$ cat src/rtl/axis_width_pkg.sv
// axis_width_pkg: shared widths and state encoding for the 512/64 AXI-Stream width converters
package axis_width_pkg;
   localparam int C_S00_AXIS_TDATA_WIDTH = 512;
   localparam int C_M00_AXIS_TDATA_WIDTH = 64;
   localparam int NUM_OF_BEATS = C_S00_AXIS_TDATA_WIDTH / C_M00_AXIS_TDATA_WIDTH;
   localparam int LANE_W = $clog2(NUM_OF_BEATS);
   localparam int KEEP_PER_LANE = 8;
   localparam int S_KEEP_W = C_S00_AXIS_TDATA_WIDTH / 8;
   localparam int M_KEEP_W = C_M00_AXIS_TDATA_WIDTH / 8;
   typedef enum logic {EMPTY, SERIALIZE} state_t;
endpackage

$ cat src/rtl/axis_keep_last_lane.sv
// axis_keep_last_lane: index of the highest lane with any TKEEP bit set, plus an all-zero flag
module axis_keep_last_lane
   import axis_width_pkg::*;
(
   input  logic [S_KEEP_W-1:0] tkeep,
   output logic [LANE_W-1:0]   last_lane,
   output logic                all_zero
);
   always_comb begin
      last_lane = '0;
      all_zero = 1'b1;
      for (int i = 0; i < NUM_OF_BEATS; i++)
         if (|tkeep[i*KEEP_PER_LANE +: KEEP_PER_LANE]) begin
            last_lane = LANE_W'(i);
            all_zero = 1'b0;
         end
   end
endmodule

$ cat src/rtl/axis_downsizer_512_to_64.sv
// axis_downsizer_512_to_64: serialises 512-bit AXI-Stream beats into 64-bit lanes, LSB lane first,
// trimming trailing empty lanes by TKEEP and preserving TLAST.
module axis_downsizer_512_to_64
   import axis_width_pkg::*;
(
   input  logic                              aclk,
   input  logic                              aresetn,
   input  logic [C_S00_AXIS_TDATA_WIDTH-1:0] S_AXIS_TDATA,
   input  logic [S_KEEP_W-1:0]               S_AXIS_TKEEP,
   input  logic                              S_AXIS_TVALID,
   input  logic                              S_AXIS_TLAST,
   output logic                              S_AXIS_TREADY,
   output logic [C_M00_AXIS_TDATA_WIDTH-1:0] M_AXIS_TDATA,
   output logic [M_KEEP_W-1:0]               M_AXIS_TKEEP,
   output logic                              M_AXIS_TVALID,
   output logic                              M_AXIS_TLAST,
   input  logic                              M_AXIS_TREADY
);
   state_t state, state_d;
   logic [C_S00_AXIS_TDATA_WIDTH-1:0] data_q;
   logic [S_KEEP_W-1:0] keep_q;
   logic last_q;
   logic [LANE_W-1:0] lane, last_lane_q, enc_lane;
   logic enc_zero, in_hs, out_hs, beat_done, keep_beat;

   axis_keep_last_lane u_enc (.tkeep(S_AXIS_TKEEP), .last_lane(enc_lane), .all_zero(enc_zero));

   assign M_AXIS_TVALID = state == SERIALIZE;
   assign out_hs = M_AXIS_TVALID && M_AXIS_TREADY;
   assign beat_done = out_hs && lane == last_lane_q;
   // Accepting on the final lane handshake lets wide beats stream without a bubble.
   assign S_AXIS_TREADY = state == EMPTY || beat_done;
   assign in_hs = S_AXIS_TVALID && S_AXIS_TREADY;
   assign keep_beat = !enc_zero || S_AXIS_TLAST;
   assign M_AXIS_TDATA = data_q[lane*C_M00_AXIS_TDATA_WIDTH +: C_M00_AXIS_TDATA_WIDTH];
   assign M_AXIS_TKEEP = keep_q[lane*KEEP_PER_LANE +: KEEP_PER_LANE];
   assign M_AXIS_TLAST = M_AXIS_TVALID && last_q && lane == last_lane_q;

   always_comb begin
      state_d = state;
      state_d = in_hs ? (keep_beat ? SERIALIZE : EMPTY) : beat_done ? EMPTY : state;
   end

   always_ff @(posedge aclk or negedge aresetn)
      if (!aresetn) state <= EMPTY;
      else state <= state_d;

   always_ff @(posedge aclk or negedge aresetn)
      if (!aresetn) begin
         data_q <= '0;
         keep_q <= '0;
         last_q <= 1'b0;
         last_lane_q <= '0;
         lane <= '0;
      end else begin
         if (in_hs && keep_beat) begin
            data_q <= S_AXIS_TDATA;
            keep_q <= S_AXIS_TKEEP;
            last_q <= S_AXIS_TLAST;
            last_lane_q <= enc_lane;
         end
         lane <= (in_hs || beat_done) ? '0 : out_hs ? lane + 1'b1 : lane;
      end
endmodule

$ cat config.mk
export PLATFORM = sky130hd
export DESIGN_NAME = axis_downsizer_512_to_64
export DESIGN_NICKNAME = d
export VERILOG_FILES = /design/src/rtl/axis_width_pkg.sv /design/src/rtl/axis_keep_last_lane.sv /design/src/rtl/axis_downsizer_512_to_64.sv
export SDC_FILE = /design/constraint.sdc
export NUM_CORES = 1
export LEC_CHECK = 0
export CAP_MARGIN = 20
export CORE_AREA = 2 2 259 261
export DETAILED_ROUTE_END_ITERATION = 10
export DIE_AREA = 0 0 261 263
export HOLD_SLACK_MARGIN = 0.08
export PLACE_DENSITY_LB_ADDON = 0.15
export SETUP_SLACK_MARGIN = 0.1
export SLEW_MARGIN = 10
export SYNTH_ARGS = -nofsm -noshare
export SYNTH_HDL_FRONTEND = slang
export SYNTH_SLANG_ARGS = --single-unit
$ cat constraint.sdc
create_clock -name aclk -period 3.3 [get_ports aclk]
set_clock_uncertainty 0.05 [all_clocks]
set_input_delay 0.33 -clock aclk [delete_from_list [all_inputs] [get_ports aclk]]
set_output_delay 0.33 -clock aclk [all_outputs]
set_load 0.05 [all_outputs]
==> load_flow_metrics.sql <==
INSERT INTO impl_metrics (metric_group, metric, value, unit) VALUES
('power_and_ir_drop', 'peakVddDrop', '0.836', 'mV'),
('timing', 'fin_ws', '0.176', 'ns'),
('power_and_ir_drop', 'total_leakage_power', '15.9', 'nW'),
('timing', 'fin_crit_sh', '94.7', '%'),
('timing', 'max_freq', '320', 'MHz'),
('status', 'status', 'finished clean', ''),
('finish', 'final_layout_size_suffix_gt1_share', '45.1', '%'),
('cts', 'cts_tree', 'done', ''),
('critical_path', 'crit-reg2reg-launch', 'lane[0]', ''),
('job', 'timing.max_cap.violations', '0', ''),
('critical_path', 'critical_path.max_stage_delay', '0.45', 'ns'),
('synthesis', 'yosys_most_used_dff', 'dfrtp_1', ''),
('critical_path', 'critical-path-slowest-cell', 'dfrtp_4', ''),
('timing', 'worst-slew-pin-transition', '0.628', 'ns'),
('floorplanning', 'dieWidth', '261', 'um'),
('critical_path', 'worst_r2r_path_depth', '7', ''),
('detailed_routing', 'ant_nets', '0', ''),
('timing', 'slew_headroom', '58.1', '%'),
('cts', 'numClockSinks', '584', ''),
('critical_path', 'worst_r2r_endpoint', 'data_q[42]', ''),
('floorplanning', 'ioPinCount', '656', ''),
('detailed_routing', 'initial_drt_markers', '934', ''),
('synthesis', 'netlist.area_leader.share', '52.5', '%'),
('power_and_ir_drop', 'total_power', '40.3', 'mW'),
('critical_path', 'criticalPathCategory', 'reg -> out', ''),
('placement', 'buffer_ports.inserted', '655', ''),
('power_and_ir_drop', 'pwrdens', '1070', 'mW/mm^2'),
('detailed_routing', 'route.final.wire_length', '79600', 'um'),
('grt', 'grt-ovfl-total', '0', ''),
('finish', 'area_overhead_of_the_layout_relative_to_synthesis', '35.8', '%'),
('cts', 'worst_setup_hold_path_clk_slew', '0.06', 'ns'),
('synthesis', 'synthesis_warnings', '0', ''),
('cts', 'longest_clk_path_bufs', '3', ''),
('finish', 'layout.filler_cells', '5111', ''),
('synthesis', 'synth_cells', '1546', ''),
('critical_path', 'rrSetupSlack', '0.52', 'ns'),
('timing', 'slew_viol_final', '0', ''),
('grt', 'grt.total_usage', '23.2', '%'),
('critical_path', 'worstSetupEndpointType', 'output pin', ''),
('floorplanning', 'core_area', '0.0656', 'mm^2'),
('grt', 'antenna_violations_before_repair', '35', ''),
('detailed_routing', 'vias_per_cell', '5.25', ''),
('synthesis', 'post-synth-top-area-cell', 'dfrtp_1', ''),
('critical_path', 'arrival', '2.74', 'ns'),
('synthesis', 'yosysSeqAreaShare', '52.5', '%'),
('placement', 'dpl.hpwl', '57500', 'um'),
('cts', 'cts_max_level', '3', ''),
('placement', 'finalWeightedCongestion', '0.890', ''),
('cts', 'clock_tree.root_cell', 'clkbuf_16', ''),
('placement', 'dp.cells', '3012', ''),
('critical_path', 'critical_path_peak_fanout', '65', ''),
('synthesis', 'syn_nets', '2128', ''),
('floorplanning', 'row_cnt', '94', ''),
('floorplanning', 'die_h', '263', 'um'),
('grt', 'pin_count_of_the_biggest_net_entering_global_routing', '83', ''),
('critical_path', 'critical_path.top_delay_family', 'buffers and inverters', ''),
('grt', 'grt_pass1_vias', '18500', ''),
('synthesis', 'mappedNetlistArea', '0.0278', 'mm^2'),
('critical_path', 'worstPathCellList', 'buf_12 > buf_6 > mux4_2 > mux2_2 > buf_4', ''),
('finish', 'final_cells', '3157', ''),
('min_path', 'worst_hold_path_type', 'in -> async', ''),
('synthesis', 'synth_async_sr_flop_share', '100', '%'),
('finish', 'final_cell_area', '0.0378', 'mm^2'),
('timing', 'post-route-min-period', '3.12', 'ns'),
('finish', 'design.final.nets', '2807', ''),
('cts', 'cts_buffers', '66', ''),
('placement', 'dpl_cell_area', '0.0354', 'mm^2'),
('critical_path', 'setup.worst_path.start_class', 'register', ''),
('grt', 'first_pass_grt_wire_length', '120000', 'um'),
('detailed_routing', 'detail_route.first_pass.iterations', '5', ''),
('finish', 'layout.cells.most_common_list', 'dfrtp_1 (581), clkdlybuf4s50_1 (580), mux2_4 (400)', '');
synthesized netlist by cell type, types with 2 or more instances:
cell / instances
nor4_2: 3
dfrtp_1: 584
o31ai_1: 2
nor3_1: 2
mux2_4: 400
o21ai_0: 4
mux2_2: 250
mux4_2: 144
nor2_1: 5
buf_2: 33
buf_6: 44
nor4_1: 13
buf_1: 6
a22o_1: 2
clkbuf_1: 21
a21oi_1: 2
xor2_1: 3
nand2_1: 11
inv_1: 2
state kept, by name (all words and copies together), names as in the netlist:
name,count
data_q,512
keep_q,64
lane,3
last_lane_q,3
M_AXIS_TVALID,1
last_q,1
where the power goes:
part | switching (mW) | internal, mW | total, mW | leakage [nW]
Sequential | 2.01 | 10.8 | 12.8 | 7.02
Clock | 3.02 | 4.69 | 7.71 | 1.12
Combinational | 8.99 | 10.8 | 19.8 | 7.79
Total | 14.0 | 26.3 | 40.3 | 15.9
metal layers:
layer / up-vias / routed length [um] / GRT usage (%) / part of all wire (%)
met5: - / 280 / 0 / 0.35
met4: 40 / 1760 / 6.53 / 2.2
met3: 132 / 5880 / 7.39 / 7.4
li1: 7200 / - / - / -
met2: 490 / 39600 / 38.5 / 50
met1: 8701 / 32100 / 29.2 / 40
kinds of logic after synthesis:
kind of cell | count (synthesis) | share of synthesized area (%)
AOI/OAI and AO/OA | 16 | 0.422
adders and majority gates | 1 | 0.0449
and+or+nand+nor | 41 | 0.845
buffers and inverters | 107 | 2.79
muxes | 794 | 43.3
DFF | 584 | 52.5
xor gates and xnor gates | 3 | 0.0944
how the worst max path moves through the flow:
stage / from / endpoint / slack (ns)
floorplan: lane[0] / M_AXIS_TDATA[34] / 0.75
global placement: S_AXIS_TKEEP[17] / data_q[77] / 0.27
detailed placement: S_AXIS_TKEEP[25] / data_q[334] / 0.20
CTS: lane[0] / M_AXIS_TDATA[11] / 0.09
global route: lane[0] / M_AXIS_TDATA[17] / 0.07
finish: lane[1] / M_AXIS_TDATA[35] / 0.18
cell type report:
class / count / area, um^2 / share of cell area [%]
antenna: 18 / 45.0 / 0.119
timing repair buffer: 716 / 7310 / 19.3
multi-input combinational: 855 / 12500 / 33.0
sequential: 584 / 14600 / 38.7
clock inverter: 23 / 359 / 0.950
tap: 864 / 1080 / 2.86
clock buffer: 95 / 1910 / 5.06
inverter: 2 / 7.51 / 0.0199
repair_timing:
item | 4_1_cts | 5_1_grt
cloned | 3 | 0
setup endpoints to repair | 69 | 37
gates resized for setup | 77 | 38
pin swaps | 0 | 0
endpoints found under the hold margin | 49 | 0
buffers inserted | 5 | 0
hold buffers | 1 | 0
through the flow:
stage,utilization [%],hold WS [ns]
3_3_place_gp,54.0,0.314
6_report,57.6,0.252
3_5_place_dp,54.0,0.299
4_1_cts,57.7,0.245
2_1_floorplan,-,-0.0156
5_1_grt,57.6,0.250
Note: power is estimated with default switching activity, not from simulation.
